<file path="src/rtl/fetch_pkg.sv">
// Shared types and constants for the instruction fetch stage.
package fetch_pkg;

  localparam int unsigned INSTR_BYTES = 4;

  typedef enum logic {
    IDLE   = 1'b0,
    ACTIVE = 1'b1
  } fetch_state_t;

  typedef struct packed {
    logic [31:0] pc;
    logic [31:0] instr;
  } fetch_entry_t;

  // Force a fetch address onto a word boundary.
  function automatic logic [31:0] align_pc(input logic [31:0] pc);
    return {pc[31:2], 2'b00};
  endfunction

endpackage

</file>
<file path="src/rtl/fetch_unit_checker.sv">
// Protocol and occupancy properties of the fetch stage.
module fetch_unit_checker (
  input logic       clk_i,
  input logic       rst_ni,
  input logic       push_i,
  input logic       full_i,
  input logic       rvalid_i,
  input logic       inflight_i,
  input logic [1:0] addr_lsb_i
);

  // The credit scheme must never let a response land in a full buffer.
  a_no_overflow: assert property (@(posedge clk_i) disable iff (!rst_ni)
    !(push_i && full_i));

  // Memory may only respond to a request it granted in the previous cycle.
  a_rvalid_granted: assert property (@(posedge clk_i) disable iff (!rst_ni)
    !(rvalid_i && !inflight_i));

  // Fetch addresses are always word aligned.
  a_addr_aligned: assert property (@(posedge clk_i) disable iff (!rst_ni)
    addr_lsb_i == 2'b00);

endmodule

</file>
<file path="src/rtl/instr_fifo.sv">
// Small synchronous FIFO of {pc, instr} entries. The head entry is read
// straight from register storage, so the outputs carry no combinational
// path from push/pop/flush.
module instr_fifo
  import fetch_pkg::*;
#(
  parameter int unsigned DEPTH = 2
) (
  input  logic                       clk_i,
  input  logic                       rst_ni,
  input  logic                       push_i,
  input  fetch_entry_t               push_data_i,
  input  logic                       pop_i,
  input  logic                       flush_i,
  output fetch_entry_t               head_o,
  output logic                       full_o,
  output logic                       empty_o,
  output logic [$clog2(DEPTH):0]     count_o
);

  localparam int unsigned AW = $clog2(DEPTH);
  localparam int unsigned CW = AW + 1;

  fetch_entry_t    mem_q [DEPTH];
  logic [AW-1:0]   wr_ptr_q;
  logic [AW-1:0]   rd_ptr_q;
  logic [CW-1:0]   count_q;
  logic [CW-1:0]   count_d;
  logic            do_push_s;
  logic            do_pop_s;

  assign empty_o = (count_q == {CW{1'b0}});
  assign full_o  = (count_q == CW'(DEPTH));
  assign count_o = count_q;
  assign head_o  = mem_q[rd_ptr_q];

  // Qualify push/pop against occupancy and compute the next entry count.
  always_comb begin
    do_push_s = push_i & (~full_o | pop_i);
    do_pop_s  = pop_i & ~empty_o;
    count_d   = count_q;
    case ({do_push_s, do_pop_s})
      2'b10:   count_d = count_q + CW'(1);
      2'b01:   count_d = count_q - CW'(1);
      default: count_d = count_q;
    endcase
  end

  // Storage, pointers and count; flush empties the queue but leaves storage.
  always_ff @(posedge clk_i or negedge rst_ni) begin
    if (!rst_ni) begin
      wr_ptr_q <= {AW{1'b0}};
      rd_ptr_q <= {AW{1'b0}};
      count_q  <= {CW{1'b0}};
      for (int i = 0; i < int'(DEPTH); i++) begin
        mem_q[i] <= '0;
      end
    end else if (flush_i) begin
      wr_ptr_q <= {AW{1'b0}};
      rd_ptr_q <= {AW{1'b0}};
      count_q  <= {CW{1'b0}};
    end else begin
      if (do_push_s) begin
        mem_q[wr_ptr_q] <= push_data_i;
        wr_ptr_q        <= wr_ptr_q + AW'(1);
      end
      if (do_pop_s) begin
        rd_ptr_q <= rd_ptr_q + AW'(1);
      end
      count_q <= count_d;
    end
  end

endmodule

</file>
<file path="src/rtl/fetch_unit.sv">
// Instruction fetch stage: owns the fetch PC, issues word requests over a
// req/gnt interface with a fixed one-cycle response, buffers returned words
// and hands {pc, instr} to the decoder. A redirect flushes and restarts.
module fetch_unit
  import fetch_pkg::*;
#(
  parameter logic [31:0] RESET_PC = 32'h0000_0000,
  parameter int unsigned DEPTH    = 2
) (
  input  logic        clk_i,
  input  logic        rst_ni,
  input  logic        fetch_en_i,
  output logic        imem_req_o,
  output logic [31:0] imem_addr_o,
  input  logic        imem_gnt_i,
  input  logic        imem_rvalid_i,
  input  logic [31:0] imem_rdata_i,
  input  logic        redirect_valid_i,
  input  logic [31:0] redirect_pc_i,
  output logic        out_valid_o,
  input  logic        out_ready_i,
  output logic [31:0] out_pc_o,
  output logic [31:0] out_instr_o
);

  localparam int unsigned CW = $clog2(DEPTH) + 1;

  fetch_state_t  state_q, state_d;
  logic [31:0]   fetch_pc_q, fetch_pc_d;
  logic [31:0]   resp_pc_q, resp_pc_d;
  logic          inflight_q, inflight_d;
  logic          discard_q, discard_d;

  logic [CW-1:0] count_s;
  logic [CW:0]   used_s;
  logic          credit_s;
  logic          req_s;
  logic          grant_s;
  logic          rsp_s;
  logic          push_s;
  logic          pop_s;
  logic          full_s;
  logic          empty_s;
  fetch_entry_t  push_entry_s;
  fetch_entry_t  head_s;

  // Fetch runs only while enabled; in-flight responses are taken in any state.
  always_comb begin
    state_d = state_q;
    case (state_q)
      IDLE: begin
        if (fetch_en_i) state_d = ACTIVE;
        else            state_d = IDLE;
      end
      ACTIVE: begin
        if (!fetch_en_i) state_d = IDLE;
        else             state_d = ACTIVE;
      end
      default: state_d = IDLE;
    endcase
  end

  // Request credit, response handling and next fetch/tracking state.
  always_comb begin
    used_s   = {1'b0, count_s} + {{CW{1'b0}}, inflight_q};
    credit_s = (used_s < (CW+1)'(DEPTH));
    req_s    = (state_q == ACTIVE) & fetch_en_i & credit_s;
    grant_s  = req_s & imem_gnt_i;
    rsp_s    = imem_rvalid_i & inflight_q;
    // A response arriving with a redirect belongs to the old stream.
    push_s   = rsp_s & ~discard_q & ~redirect_valid_i;
    pop_s    = ~empty_s & out_ready_i;

    push_entry_s.pc    = resp_pc_q;
    push_entry_s.instr = imem_rdata_i;

    if (redirect_valid_i) begin
      fetch_pc_d = align_pc(redirect_pc_i);
    end else if (grant_s) begin
      fetch_pc_d = fetch_pc_q + 32'(INSTR_BYTES);
    end else begin
      fetch_pc_d = fetch_pc_q;
    end

    if (grant_s) resp_pc_d = fetch_pc_q;
    else         resp_pc_d = resp_pc_q;

    inflight_d = grant_s;

    // A grant in the redirect cycle returns a stale word next cycle.
    if (redirect_valid_i) begin
      discard_d = grant_s;
    end else if (rsp_s) begin
      discard_d = 1'b0;
    end else begin
      discard_d = discard_q;
    end
  end

  // FSM, fetch PC and outstanding-request tracking registers.
  always_ff @(posedge clk_i or negedge rst_ni) begin
    if (!rst_ni) begin
      state_q    <= IDLE;
      fetch_pc_q <= RESET_PC;
      resp_pc_q  <= 32'h0000_0000;
      inflight_q <= 1'b0;
      discard_q  <= 1'b0;
    end else begin
      state_q    <= state_d;
      fetch_pc_q <= fetch_pc_d;
      resp_pc_q  <= resp_pc_d;
      inflight_q <= inflight_d;
      discard_q  <= discard_d;
    end
  end

  instr_fifo #(
    .DEPTH (DEPTH)
  ) u_fifo (
    .clk_i       (clk_i),
    .rst_ni      (rst_ni),
    .push_i      (push_s),
    .push_data_i (push_entry_s),
    .pop_i       (pop_s),
    .flush_i     (redirect_valid_i),
    .head_o      (head_s),
    .full_o      (full_s),
    .empty_o     (empty_s),
    .count_o     (count_s)
  );

  fetch_unit_checker u_chk (
    .clk_i      (clk_i),
    .rst_ni     (rst_ni),
    .push_i     (push_s),
    .full_i     (full_s),
    .rvalid_i   (imem_rvalid_i),
    .inflight_i (inflight_q),
    .addr_lsb_i (fetch_pc_q[1:0])
  );

  assign imem_req_o  = req_s;
  assign imem_addr_o = fetch_pc_q;
  assign out_valid_o = ~empty_s;
  assign out_pc_o    = head_s.pc;
  assign out_instr_o = head_s.instr;

endmodule

</file>
<file path="config.mk">
export PLATFORM = sky130hd
export DESIGN_NAME = fetch_unit
export DESIGN_NICKNAME = d
export VERILOG_FILES = /design/src/rtl/fetch_pkg.sv /design/src/rtl/fetch_unit_checker.sv /design/src/rtl/instr_fifo.sv /design/src/rtl/fetch_unit.sv
export SDC_FILE = /design/constraint.sdc
export NUM_CORES = 1
export LEC_CHECK = 0
export BUFFER_PORTS_ARGS = -buffer_cell sky130_fd_sc_hd__buf_2
export CORE_ASPECT_RATIO = 2
export CORE_MARGIN = 2
export CORE_UTILIZATION = 52
export CTS_BUF_LIST = sky130_fd_sc_hd__clkbuf_8
export CTS_CLUSTER_DIAMETER = 80
export DETAILED_ROUTE_END_ITERATION = 6
export PLACE_DENSITY = 0.79
export SLEW_MARGIN = 10
export SYNTH_ARGS = -nofsm -noshare
export SYNTH_HDL_FRONTEND = slang
export SYNTH_SLANG_ARGS = --single-unit
</file>
<file path="constraint.sdc">
create_clock -name clk_i -period 2.1 [get_ports clk_i]
set_clock_uncertainty 0.1 [all_clocks]
set_input_delay 0.105 -clock clk_i [delete_from_list [all_inputs] [get_ports clk_i]]
set_output_delay 0.105 -clock clk_i [all_outputs]
set_load 0.03 [all_outputs]
</file>
==> impl_results.md <==
* Critical Path Fanout Max at 22
* Critical path arrival at around 1800 ps
* Average cell area after synthesis at ~14 sq um
* Pin count of the biggest net entering global routing at between 50 and 60
* EDFF count, synth at 0
* Max-cap violations at 0
* Power density relative to cell area at between 800 and 900 nW/um^2
* Via total after detailed routing at 5985
* Sequential cell area at 4786 sq um
* Total clock buffers created by CTS at 17
* Antenna diode instance count at 0
* Post-route DRC at 0
* Sw Ratio at roughly 33%
* Clock latency at the later pin of the worst-skew pair at around 460 ps
* # IOs at 169
* Flop and latch count out of synthesis at between 150 and 200
* Vias per cell at between 5 and 6
* Initial DRC count at roughly 250
* Shortest period the worst path allows at around 2000 ps
* Cell with the biggest individual delay on the critical path: sky130_fd_sc_hd__dfrtp_2
* Die Footprint at approximately 17000 sq um
* Post-route antenna net violation count at 0
* Proportion of power drawn by flip-flops and latches at 47.8%
* LEAKAGE at between 5 and 6 nW
* Std cell rows at between 60 and 70
* Final critical-path share of the clock period at about 96%
* Worst-Margin Slew at between 500 and 600 ps
* Average wire length per cell after detail routing at 17.57 um
* IO Port Bufs at ~160
* Kind of end point of the critical path: primary output
* Final Wtd Congestion at 0.7816
* Hold Slack at between 20 and 25 ps
* Post-DP HPWL at between 10 and 15 mm
* Overall power at roughly 9.7 mW
* Clock Pin Slew Worst Setup and Hold Paths at 100 ps
* Share of final-layout standard cells stronger than drive strength 1 at 52.47%
* Setup repair after global routing missed its margin: yes
* Final Slew Violations at 0
* Required time reported for the critical path endpoint at 1890 ps
* Number of cells on the worst reg-to-reg path at 5
* Total Nets Final at roughly 950
* Initial antenna violation count at 0
* Via count of the first global-routing pass at between 6000 and 7000
* Clk buf depth at 2
* H-Tree Level Count at 4
* Core Region at around 16000 sq um
* Proportion of netlist area held by the largest area contributor at between 50% and 60%
* Worst-case vdd ir drop at between 0.5 and 0.6 mV
* Overall die height at ~180 um
* Worst slew margin relative to its limit at approximately 65%
* Number of hold-slack violations in the final timing report at 0
* Comb power frac at between 20% and 30%
* Pre-Repair DR Iteration Count at 4
* Total Routed Length at 19.26 mm
* Final worst setup slack at approximately 88 ps
* Cell area after synthesis at roughly 8500 sq um
* Critical path start-end classification: reg2out
* Seq/Total Area, Yosys at 56.38%
* Wire length of the first global-routing pass at 30.40 mm
* Prevailing post-synth register cell: sky130_fd_sc_hd__dfrtp_1
* Critical Path, Cell by Cell: buf_4 -> mux2_2 -> buf_2
* Starting utilization of the core area at ~53%
* Class of the tightest hold or removal check: in2async
* Area contributors post-synth: sky130_fd_sc_hd__dfrtp_1, sky130_fd_sc_hd__mux2_2, sky130_fd_sc_hd__xor2_1
* Total congestion overflow after global routing at 0
* Clock sink count at 191
* Worst setup timing slack at the placement stage at approximately 56 ps
* Share of total power in the clock network at approximately a quarter
* CTS tree: done
* Post-route insts no fill at 1096
* Share of flip-flops with an asynchronous set or reset after synthesis at 100.0%
* Internal power component at roughly 6.4 mW
* GRT Overall Usage at between 20 and 25%
* Max incr delay on CP at 400 ps
* Area grow syn2layout at 28.45%
* Area of the multi-input gates at roughly 3600 sq um
* Area leader, netlist: sky130_fd_sc_hd__dfrtp_1
* Final setup fails at 0
* Final standard cell utilization of the core at roughly 68%
* Switching component of the power at between 3 and 4 mW
* Count of different cell masters after synthesis at 40
* Count of yosys warnings during synthesis at 0
* Filler cell count at ~1100
* Category of the worst setup path launch point: register
* Peak Freq at between 0.4 and 0.5 GHz
* Clock root cell: sky130_fd_sc_hd__clkbuf_8
* Die W at 94.29 um
* Instance count of the mapped netlist at 626
* Run status: completed
* Number of placed instances with taps included at between 900 and 1000
==> layer usage <==
| metal | vias to the layer above | GRT usage (%) | part of all wire, % |
|---|---|---|---|
| li1 | 2745 | - | - |
| met1 | 3020 | 27.62 | 41 |
| met2 | 187 | 38.37 | 51 |
| met3 | 33 | 4.865 | 5.7 |
| met4 | 0 | 9.449 | 2.4 |
| met5 | - | 0 | 0 |
==> worst max-delay path: cells and delay by family, from the launching register on <==
family,cells,cell delay (ps)
buffers and inverters,2,530
flip-flops,1,400
multiplexers,1,400
==> what timing repair did <==
| item | 4_1_cts | 5_1_grt |
|---|---|---|
| endpoints found under the hold margin | 291 | 0 |
| buffers inserted | 0 | 3 |
| hold buffers | 67 | 0 |
| resized for setup | 0 | 7 |
| endpoints found under the setup margin | 0 | 22 |
==> synth_stat cells, types with 2 or more instances <==
cell type and n:
sky130_fd_sc_hd__nor3_1 7, sky130_fd_sc_hd__and4_1 5, sky130_fd_sc_hd__nand4b_1 2, sky130_fd_sc_hd__nor2b_1 2, sky130_fd_sc_hd__nand2_1 43, sky130_fd_sc_hd__nand4_1 13, sky130_fd_sc_hd__dfrtp_1 191, sky130_fd_sc_hd__mux2_2 219
sky130_fd_sc_hd__clkbuf_1 22, sky130_fd_sc_hd__xor2_1 19, sky130_fd_sc_hd__nor4_1 4, sky130_fd_sc_hd__o21ai_0 28, sky130_fd_sc_hd__nand3_1 12, sky130_fd_sc_hd__buf_1 3, sky130_fd_sc_hd__buf_2 7, sky130_fd_sc_hd__xnor2_1 10
sky130_fd_sc_hd__nor2_1 5, sky130_fd_sc_hd__inv_1 2, sky130_fd_sc_hd__buf_4 4, sky130_fd_sc_hd__buf_6 2, sky130_fd_sc_hd__and3_1 7
==> cells by family after synthesis <==
logic type | Yosys count | share of synthesized area, %
muxes | 220 | 29.21
DFF | 191 | 56.38
and+or+nand+nor | 110 | 6.833
buffers and inverters | 40 | 2.228
AOI/OAI and AO/OA | 34 | 2.169
xor gates and xnor gates | 29 | 2.996
adders and majority gates | 1 | 0.1476
other | 1 | 0.04423
==> worst paths after layout <==
check	from	slack, ps	end
min reg2reg	u_fifo.mem_q[19]$_DFFE_PN0P_	410	u_fifo.mem_q[19]$_DFFE_PN0P_
min	rst_ni	20	u_fifo.mem_q[104]$_DFFE_PN0P_
max reg2reg	u_fifo.count_o[1]$_DFFE_PN0P_	100	imem_addr_o[29]$_DFFE_PN0P_
max in group asynchronous	rst_ni	1210	u_fifo.mem_q[57]$_DFFE_PN0P_
max	u_fifo.rd_ptr_q$_DFFE_PN0P_	90	out_pc_o[20]
min in group clk_i	imem_gnt_i	230	inflight_q$_DFF_PN0_
==> state kept, by name, indices dropped and copies added, names as in the netlist <==
register	count
resp_pc_q	30
inflight_q	1
u_fifo.rd_ptr_q	1
u_fifo.wr_ptr_q	1
discard_q	1
state_q	1
u_fifo.count_o	2
u_fifo.mem_q	124
imem_addr_o	30
==> area by class of cell <==
class                           instances  share of cell area (%)
Sequential cell                       191                   43.95
Multi-Input combinational cell        398                   32.69
Timing Repair Buffer                  269                   17.25
Clock buffer                           19                   2.401
Tap cell                              204                   2.344
Clock inverter                         13                   1.310
Inverter                                2                 0.06893
==> power by group through the flow <==
stage | combinational, mW | clock (mW) | sequential [mW]
after floorplan | 1.69 | 0 | 4.67
after global placement | 2.46 | 0 | 4.62
after detailed placement | 2.51 | 0 | 4.67
after CTS | 2.61 | 2.51 | 4.60
after global routing | 2.78 | 2.66 | 4.69
final | 2.61 | 2.44 | 4.61
==> through the flow <==
| stage | area [sq um] | TNS, ps |
|---|---|---|
| after floorplan | 8503 | -4.183 |
| after global placement | 9781 | 0 |
| after detailed placement | 9781 | 0 |
| after CTS | 10860 | 0 |
| after global routing | 10890 | -30.71 |
| final | 10890 | 0 |
==> placed cells by master, fill, tap and decap left out, drive strengths merged, types with 7 or more instances in the layout <==
cell type,netlist,routed
nand2,43,43
buf,16,201
mux2,219,219
nor3,7,7
inv,2,11
xnor2,10,10
o21ai,28,28
and3,7,7
xor2,19,19
nand3,12,12
clkbuf,22,20
dlygate4sd3,0,67
nand4,13,13
dfrtp,191,191
(Power assumes the default switching activity.)
